### config.mk
export PLATFORM = sky130hd
export DESIGN_NAME = packed_array_deserializer
export DESIGN_NICKNAME = d
export VERILOG_FILES = /design/src/rtl/packed_array_deserializer.sv
export SDC_FILE = /design/constraint.sdc
export NUM_CORES = 1
export LEC_CHECK = 0
export ABC_AREA = 1
export CAP_MARGIN = 20
export CORE_ASPECT_RATIO = 2
export CORE_UTILIZATION = 61
export DETAILED_ROUTE_END_ITERATION = 10
export DONT_BUFFER_PORTS = 1
export GPL_TIMING_DRIVEN = 0
export PLACE_DENSITY_LB_ADDON = 0.2
export SETUP_SLACK_MARGIN = 0.02
export SLEW_MARGIN = 10
export SYNTH_ARGS = -nofsm -noshare
export SYNTH_HDL_FRONTEND = slang
export SYNTH_SLANG_ARGS = --single-unit
### constraint.sdc
create_clock -name clk -period 1.9 [get_ports clk]
set_input_delay 0.38 -clock clk [delete_from_list [all_inputs] [get_ports clk]]
set_output_delay 0.38 -clock clk [all_outputs]
set_load 0.02 [all_outputs]
### src/rtl/packed_array_deserializer.sv
// packed_array_deserializer: bit-serial to packed-array word assembler with valid/ready output
// ports: clk/rst (async, active-high); in_valid/in_bit/in_sync/in_ready serial input;
//        out_valid/out_ready/out_data packed word output; sync_err resync pulse; word_cnt handoffs
module packed_array_deserializer #(
  parameter int ELEM_W    = 2,
  parameter int NUM_ELEM  = 4,
  parameter int MSB_FIRST = 1
) (
  input  logic                             clk,
  input  logic                             rst,
  input  logic                             in_valid,
  input  logic                             in_bit,
  input  logic                             in_sync,
  output logic                             in_ready,
  output logic                             out_valid,
  input  logic                             out_ready,
  output logic [NUM_ELEM-1:0][ELEM_W-1:0]  out_data,
  output logic                             sync_err,
  output logic [7:0]                       word_cnt
);
  localparam int TOTAL = ELEM_W * NUM_ELEM;
  localparam int CNT_W = TOTAL > 1 ? $clog2(TOTAL) : 1;
  localparam logic [CNT_W-1:0] LAST = CNT_W'(TOTAL - 1);
  logic [CNT_W-1:0] bit_cnt_q, bit_cnt_d, k, pos;
  logic [TOTAL-1:0] asm_q, asm_d, asm_wr, out_data_q, out_data_d;
  logic asm_full_q, asm_full_d, out_valid_q, out_valid_d, sync_err_q, sync_err_d;
  logic [7:0] word_cnt_q, word_cnt_d;
  logic accept, resync, hs, done;
  always_comb begin
    accept = in_valid && !asm_full_q;
    resync = accept && in_sync;
    hs = out_valid_q && out_ready;
    // a resync restarts the word from a cleared register so no stale partial bits survive
    k = resync ? '0 : bit_cnt_q;
    pos = MSB_FIRST != 0 ? LAST - k : k;
    asm_wr = resync ? '0 : asm_q;
    asm_wr[pos] = in_bit;
    done = accept && k == LAST;
    bit_cnt_d = accept ? (done ? '0 : k + CNT_W'(1)) : bit_cnt_q;
    asm_d = asm_q;
    asm_full_d = asm_full_q;
    out_valid_d = out_valid_q && !out_ready;
    out_data_d = out_data_q;
    // a held word takes priority; no bit can be accepted while it is held
    if (asm_full_q && hs) begin
      out_data_d = asm_q;
      out_valid_d = 1'b1;
      asm_full_d = 1'b0;
      asm_d = '0;
    end else if (done && (!out_valid_q || out_ready)) begin
      out_data_d = asm_wr;
      out_valid_d = 1'b1;
      asm_d = '0;
    end else if (done) begin
      asm_d = asm_wr;
      asm_full_d = 1'b1;
    end else if (accept) begin
      asm_d = asm_wr;
    end
    sync_err_d = resync && bit_cnt_q != '0;
    word_cnt_d = word_cnt_q + 8'(hs);
  end
  always_ff @(posedge clk or posedge rst) begin
    if (rst) begin
      bit_cnt_q <= '0;
      asm_q <= '0;
      asm_full_q <= 1'b0;
      out_valid_q <= 1'b0;
      out_data_q <= '0;
      sync_err_q <= 1'b0;
      word_cnt_q <= '0;
    end else begin
      bit_cnt_q <= bit_cnt_d;
      asm_q <= asm_d;
      asm_full_q <= asm_full_d;
      out_valid_q <= out_valid_d;
      out_data_q <= out_data_d;
      sync_err_q <= sync_err_d;
      word_cnt_q <= word_cnt_d;
    end
  end
  assign in_ready = !asm_full_q;
  assign out_valid = out_valid_q;
  assign out_data = out_data_q;
  assign sync_err = sync_err_q;
  assign word_cnt = word_cnt_q;
endmodule

==> Yosys cells after proc, flatten, opt, wreduce, memory -nomap -nowiden <==
Index checks and enable logic that the tools add are counted.
{ "word_totals": {"romBits": 0, "reg_bits": 30, "memories": 0, "ram_bits": 0, "latchBits": 0} }
{ "op_classes": {"add_sub_neg": 3, "bitwise_logic": 0, "shifts": 0, "order_cmp": 2, "muxes": 17, "n_mul": 0, "reduce_logical": 18, "n_div": 0, "eq_ne": 2} }
{ "ops": {"columns": ["cell", "count"], "rows": [
  ["$mux 8", 7],
  ["$logic_and 1x1->1", 9],
  ["$add 8x1->8", 1],
  ["$bwmux 8", 1],
  ["$mux 1", 6],
  ["$mux 3", 2],
  ["$lt 3x4->1 const B", 1],
  ["$reduce_bool 2->1", 2],
  ["$reduce_bool 4->1", 1],
  ["$add 3x1->3 const B", 1],
  ["$demux 1 s3", 1],
  ["$eq 3x3->1 const B", 1],
  ["$ge 3x1->1 const B", 1],
  ["$logic_not 1->1", 3],
  ["$reduce_bool 3->1", 1],
  ["$sub 3x3->3 const A", 1],
  ["$ne 2x2->1 const B", 1],
  ["$reduce_and 2->1", 1],
  ["$logic_or 1x1->1", 1]
]} }

==> Depth between registers and ports, before layout <==
Gate-level depths: netlist of run 1.
{ "depth": {"depth_word": 14, "mapped_depth": 12, "depth_no_buf": 12} }

==> Worst setup path before layout of run 1 <==
OpenSTA, ideal clock, no wires.
{ "synth_path": {"kind": "register to register", "from": "register asm_full_q", "to": "register asm_q[4]", "t_arrival_ns": 1.533, "slack_ns": 0.250, "setup_time_ns": 0.117, "path_stages_with_launch": 13, "cell_sequence": "dfrtp_1 -> inv_4 -> nand3_4 -> nand2_1 -> inv_2 -> ha_1 -> inv_1 -> nor2_2 -> nand4_2 -> nand2_2 -> nor2_4 -> nand2_1 -> nand2_1"} }
{ "synth_between": {"elab_chain_len": 14} }
{ "synth_lines": {"columns": ["item", "line", "source"], "rows": [
  ["start: declaration", "26", "logic asm_full_q, asm_full_d, out_valid_q, out_valid_d, sync_err_q, sync_err_d;"],
  ["start signal: assignment", "75", "asm_full_q <= asm_full_d;"],
  ["$logic_not 1->1 (*)", null, null],
  ["via in_ready", "14", "output logic in_ready,"],
  ["$logic_and 1x1->1 (*)", "30", "accept = in_valid && !asm_full_q;"],
  ["$logic_and 1x1->1", "31", "resync = accept && in_sync;"],
  ["$mux 3", "34", "k = resync ? '0 : bit_cnt_q;"],
  ["$sub 3x3->3", "35", "pos = MSB_FIRST != 0 ? LAST - k : k;"],
  ["$lt 3x4->1 (implied by the code) / $ge 3x1->1 (equally long branches)", "37", "asm_wr[pos] = in_bit;"],
  ["$logic_and 1x1->1 (implied by the code)", "37", null],
  ["$mux 1 (implied by the code)", "37", null],
  ["$demux 1 s3", "37", null],
  ["$bwmux 8", "37", null],
  ["$mux 8", "57", "end else if (accept) begin"],
  ["$mux 8", "54", "end else if (done) begin"],
  ["$mux 8", "50", "end else if (done && (!out_valid_q || out_ready)) begin"],
  ["$mux 8", "45", "if (asm_full_q && hs) begin"],
  ["end signal: assignment", "74", "asm_q <= asm_d;"],
  ["end: declaration", "25", "logic [TOTAL-1:0] asm_q, asm_d, asm_wr, out_data_q, out_data_d;"]
]} }
Mark *: on every way through the listed nets, which the timed path passes. The rest lies on a longest branch. The select of a mux whose other input is x is not followed.
A chain may end at the register's enable or synchronous reset.

==> Final worst setup path of run 1 <==
{ "layout_path": {"from": "register asm_full_q", "to": "register asm_q[1]"} }
The elaborated chain is that of the path after synthesis.

==> impl_metrics.py, run 1 <==
metrics = {
    "sta": {
        "fmax_mhz": 540,
        "period_share": 0.974,
        "final-hold-violation-count": 0,
        "finalSetupViolCount": 0,
        "fin_tns_setup_ps": 0,
        "slew-limit-headroom": 0.634,
        "fin_crit_ps": 1850,
        "fin_ws_ps": 49.1,
        "finClkSkew_ps": 3.88,
        "final_max_slew_viol_count": 0,
        "tightestPinTransition_ps": 546,
    },
    "global_route": {
        "overflow": 0,
        "antenna_found_initial": 0,
        "first_global_vias": 1364,
        "grt_pass1_wl_um": 5940,
        "track_usage": 0.287,
        "grt_max_degree": 31,
    },
    "drt": {
        "drt_iter0_drc": 115,
        "routedWlPerCell_um": 15.4,
        "wl_um": 3950,
        "drtPass1Iterations": 4,
        "antenna_left": 0,
        "viasPerCell": 5.79,
        "post-route-drc-count": 0,
        "vias": 1483,
    },
    "die": {
        "num_io_pins": 25,
        "placementRows": 26,
        "die_h_um": 75.9,
        "die_area_um2": 2960,
        "start_util": 0.648,
        "die_w_um": 39.0,
        "core-area_um2": 2570,
    },
    "place": {
        "place_congestion": 0.921,
        "port_buffers": 0,
        "dpl.cell_count": 239,
        "dp_slack_ps": -52.7,
        "hpwl_um": 2610,
    },
    "critical_path": {
        "critPathRequiredTime_ps": 2080,
        "arrival_ps": 2030,
        "start_kind": "flip-flop",
        "r2r_slack_ps": 50,
        "crit_path_end_kind": "flip-flop",
        "path_class": "reg2reg",
        "critical_path_peak_fanout": 7,
        "critPathLaunch": "asm_full_q",
        "r2r-start": "asm_full_q",
    },
    "cells_and_area": {
        "area_growth_pct": 15.9,
        "drive_gt1_frac": 0.180,
        "fin_cells": 256,
        "utilization": 0.752,
        "nets": 236,
        "diodes": 0,
    },
    "min_path": {
        "min_from": "in_bit",
        "worstHoldPathType": "in2reg",
    },
    "logic_synthesis": {
        "netlist_area_um2": 1670,
        "yosys.area.top_type": "dfrtp_1",
        "yosysTopAreaCellShare": 0.450,
        "ys_top_cells_by_area": "dfrtp_1 45%, nand2_1 16%, nand3_1 10%",
        "syn_nets": 220,
        "syn_inst": 211,
        "synth_area_per_cell_um2": 7.90,
        "synth-seq-cells": 30,
        "synthArstFlopShare": 1.00,
        "synthTopCellsByCount": "70 x nand2_1, 34 x nand3_1, 30 x dfrtp_1",
        "synth_ff_type": "dfrtp_1",
        "yosysWarnings": 0,
        "synth_edf_count": 0,
        "ys_seq_area_frac": 0.450,
        "synth.most_common_cell": "nand2_1",
        "yosysUniqueCellTypes": 25,
    },
    "clocking": {
        "cts_inserted_buffers": 5,
        "cts.sinks": 30,
        "cts_root_buf": "clkbuf_8",
        "clk_pin_slew_ps": 60,
        "h-tree-depth": 2,
        "clk_path_buf_depth": 2,
        "clock_latency_ps": 280,
        "cts_tree": "yes",
    },
    "power": {
        "power.density_nw_per_um2": 677,
        "leakage_uw": 0.00104,
        "ir_drop_uv": 560,
    },
    "run_status": {
        "status": "completed",
    },
    "run": {
        "cap_violations": 0,
    },
}
metrics by stage:
stage	hold WS, ps	power, uW	cell area, um^2
after floorplan	471	693	1670
after CTS	297	1300	1830
after global placement	485	702	1700
after global routing	366	1360	1930
after detailed placement	489	703	1700
final	332	1310	1930
final timing paths:
path / endpoint / cells past startpoint
min in group asynchronous: out_data[6] / 2
setup reg to reg: asm_q[1] / 12
max in group asynchronous: bit_cnt_q[2] / 3
hold reg to reg: asm_q[7] / 2
setup / recovery: asm_q[1] / 12
hold / removal: asm_q[7] / 4
what timing repair did:
item | 4_1_cts | 5_1_grt
setup endpoints to repair | 11 | 16
gates resized for setup | 1 | 8
buffers inserted | 1 | 7
pin swaps | 0 | 6
hold buffers | 0 | 1
hold endpoints to repair | 0 | 14
final cells by class:
class	instances	area (um^2)
inverter	23	91.3
multi-input combinational	152	827
clock buffer	8	110
timing repair buffer	10	85.1
sequential	30	751
fill	187	638
buffer	5	32.5
tap	28	35.0
per-layer routing:
layer / routed length [um] / vias up / GRT usage
met5: 0 / - / 0
met1: 1400 / 709 / 0.297
met3: 207 / 9 / 0.0673
li1: - / 709 / -
met2: 2260 / 56 / 0.492
met4: 84 / 0 / 0.152
power breakdown:
group | internal (uW) | total, uW | leakage (uW) | switching, uW
Combinational | 21.4 | 65.6 | 0.000576 | 44.2
Sequential | 641 | 644 | 0.000403 | 2.90
Clock | 365 | 598 | 0.0000575 | 233
Total | 1030 | 1310 | 0.00104 | 280
sequential cells by signal, summed over array words and instances (netlist names):
name	flops
bit_cnt_q	3
word_cnt	8
asm_full_q	1
sync_err	1
asm_q	8
out_valid	1
out_data	8
critical path: stages, from the launching register on:
cell      delay (ps)
dfrtp_1          410
clkinv_4         140
nand3_4          150
nand2_2           80
inv_2             90
ha_4             160
inv_1             80
nor2_4           130
nand4_4          180
nand2_2          140
nor2_4            60
nand2_1           70
nand2_1           50
logic make-up (layout without fill, tap and decap cells):
kind of cell,Yosys count,count (layout),synth area share
xor+xnor,6,6,0.0315
compound gates,12,12,0.0360
buf+inv,29,46,0.0751
flops,30,30,0.450
simple gates,131,131,0.384
fa+ha+maj,3,3,0.0225
placed cells by master, fill, tap and decap left out, drive strengths merged, types with 9 or more instances in the layout:
master  instances
inv            21
nor2           15
nand3          35
o21ai          10
dfrtp          30
nand4           9
buf            13
clkbuf          9
nand2          72
Note: power is estimated with default switching activity, not from simulation.
==> inputs of run 2 (changes only) <==
--- a/config.mk
+++ b/config.mk
@@ -7,7 +7,7 @@
 export LEC_CHECK = 0
 export ABC_AREA = 1
 export CAP_MARGIN = 20
-export CORE_ASPECT_RATIO = 2
+export CORE_ASPECT_RATIO = 0.6
 export CORE_UTILIZATION = 61
 export DETAILED_ROUTE_END_ITERATION = 10
 export DONT_BUFFER_PORTS = 1
@@ -18,3 +18,4 @@
 export SYNTH_ARGS = -nofsm -noshare
 export SYNTH_HDL_FRONTEND = slang
 export SYNTH_SLANG_ARGS = --single-unit
+export TNS_END_PERCENT = 5
==> run 2 against run 1 <==
Clock skew is 1.9 ps higher. Worst hold slack better by 8.7 ps. Non-clock buffer count stayed put. First-iteration DRC count is 0.87% higher. Worst setup slack better by 9.9 ps. Routed wire length is 3.3% lower. Cell area is 0.26% lower. Via count is 1.3% higher. Die area is 0.20% lower. Cell count is 1.6% higher. Count of clock-buffer cells in the layout is 2 lower. Critical path type unchanged. Critical endpoint is now out_data[3]. Largest cell class unchanged. Largest power group unchanged. Highest routed layer unchanged.
==> impl_metrics.py, run 2 (synthesis results as in run 1) <==
metrics = {
    "run_status": {
        "status": "completed",
    },
    "sta": {
        "finalSetupViolCount": 0,
        "fin_crit_ps": 1840,
        "tightestPinTransition_ps": 586,
        "fin_tns_setup_ps": 0,
        "final-hold-violation-count": 0,
        "finClkSkew_ps": 5.77,
        "slew-limit-headroom": 0.607,
        "fmax_mhz": 543,
        "fin_ws_ps": 59.1,
        "period_share": 0.969,
        "final_max_slew_viol_count": 0,
    },
    "drt": {
        "drtPass1Iterations": 6,
        "routedWlPerCell_um": 14.7,
        "wl_um": 3820,
        "viasPerCell": 5.78,
        "vias": 1503,
        "post-route-drc-count": 0,
        "drt_iter0_drc": 116,
        "antenna_left": 0,
    },
    "cells_and_area": {
        "multiInputGateArea_um2": 820,
        "nFillCells": 183,
        "seq_area_um2": 751,
        "fin_cells": 260,
        "nets": 236,
        "final_common_cell": "nand2_1",
        "drive_gt1_frac": 0.175,
        "diodes": 0,
        "fin_area_um2": 1930,
        "layout_common_cells": "69 x nand2_1, 34 x nand3_1, 30 x dfrtp_1",
        "area_growth_pct": 15.6,
    },
    "die": {
        "num_io_pins": 25,
        "start_util": 0.656,
        "die_area_um2": 2950,
        "die_h_um": 42.5,
        "core-area_um2": 2540,
        "die_w_um": 69.5,
        "placementRows": 14,
    },
    "power": {
        "power_uw": 1250,
        "ir_drop_uv": 467,
        "leakage_uw": 0.00103,
        "power.density_nw_per_um2": 649,
    },
    "global_route": {
        "grt_pass1_wl_um": 6110,
        "use_met2": 0.421,
        "track_usage": 0.273,
        "overflow": 0,
        "first_global_vias": 1319,
        "grtUsageMet1": 0.372,
        "top_usage_layer": "met2",
        "grt_max_degree": 31,
        "antenna_found_initial": 0,
        "use_met3": 0.0841,
    },
    "place": {
        "dp_slack_ps": -67.1,
        "hpwl_um": 2640,
        "dpl.cell_count": 243,
        "port_buffers": 0,
        "place_congestion": 0.903,
        "placed_area_um2": 1710,
    },
    "run": {
        "cap_violations": 0,
    },
    "critical_path": {
        "crit_end": "out_data[3]",
        "worst-r2r-cell-count": 11,
        "r2r-start": "asm_full_q",
        "start_kind": "flip-flop",
        "critical_path_peak_fanout": 6,
        "arrival_ps": 2010,
        "critPathRequiredTime_ps": 2070,
        "reg2reg_to": "out_data[3]",
        "crit_path_end_kind": "flip-flop",
        "critPathLaunch": "asm_full_q",
        "r2r_slack_ps": 60,
        "path_class": "reg2reg",
    },
    "clocking": {
        "h-tree-depth": 2,
        "clock_latency_ps": 290,
        "cts_tree": "yes",
        "clk_path_buf_depth": 2,
        "cts.sinks": 30,
        "cts_root_buf": "clkbuf_8",
        "cts_inserted_buffers": 5,
        "clk_pin_slew_ps": 70,
    },
    "min_path": {
        "min_from": "in_bit",
        "worstHoldPathType": "in2reg",
    },
}
run 2: cell count changes in the layout (fill, tap and decap cells not counted), sizes merged:
cell      previous run  this run
clkinv               2         3
clkbuf               9         7
clkinvlp             0         1
run 2: per-layer routing:
metal | vias to the layer above | share of wire
li1 | 713 | -
met1 | 696 | 0.43
met2 | 81 | 0.45
met3 | 13 | 0.10
met4 | 0 | 0.019
met5 | - | 0
run 2: how the worst min path moves through the flow:
stage,to,cells after the start,slack [ps]
6_report,asm_q[7],4,340
5_1_grt,asm_full_q,3,360
4_1_cts,out_data[6],1,310
3_5_place_dp,asm_q[0],2,490
3_3_place_gp,asm_q[1],2,490
2_1_floorplan,asm_full_q,1,470
run 2: area by class of cell:
| cell class | instances | area share |
|---|---|---|
| clock buffers | 6 | 0.0429 |
| well taps | 32 | 0.0208 |
| repair buffers | 10 | 0.0506 |
| multi-input cells | 152 | 0.425 |
| plain buffers | 5 | 0.0169 |
| inverters | 23 | 0.0474 |
| clock inverters | 2 | 0.00649 |
| flip-flops and latches | 30 | 0.390 |
run 2: per-stage QoR:
step                      hold WS [ps]   util
after floorplan                    471      -
after global placement             491  0.672
after detailed placement           492  0.672
after CTS                          314  0.714
after global routing               361  0.759
final                              341  0.759
run 2: timing repair:
action,CTS,global route
gates resized for setup,1,6
setup endpoints to repair,11,12
pin swaps,0,4
hold buffers,0,1
endpoints found under the hold margin,0,13
setup buffers,1,7
run 2: critical path, cell delays in order (launching register included):
cell	delay, ps
dfrtp_1	410
clkinv_4	140
nand3_4	120
nand2_1	90
inv_2	100
ha_4	160
inv_1	70
nor2_4	150
nand4_4	170
buf_4	190
nand3_1	60
nand3_1	80
run 2: where the power goes:
part	switching [uW]	total, uW	internal, uW	leakage [uW]
registers	2.82	644	641	0.000403
clock network	252	542	291	0.0000472
logic	42.5	64.4	21.9	0.000579
total	297	1250	953	0.00103
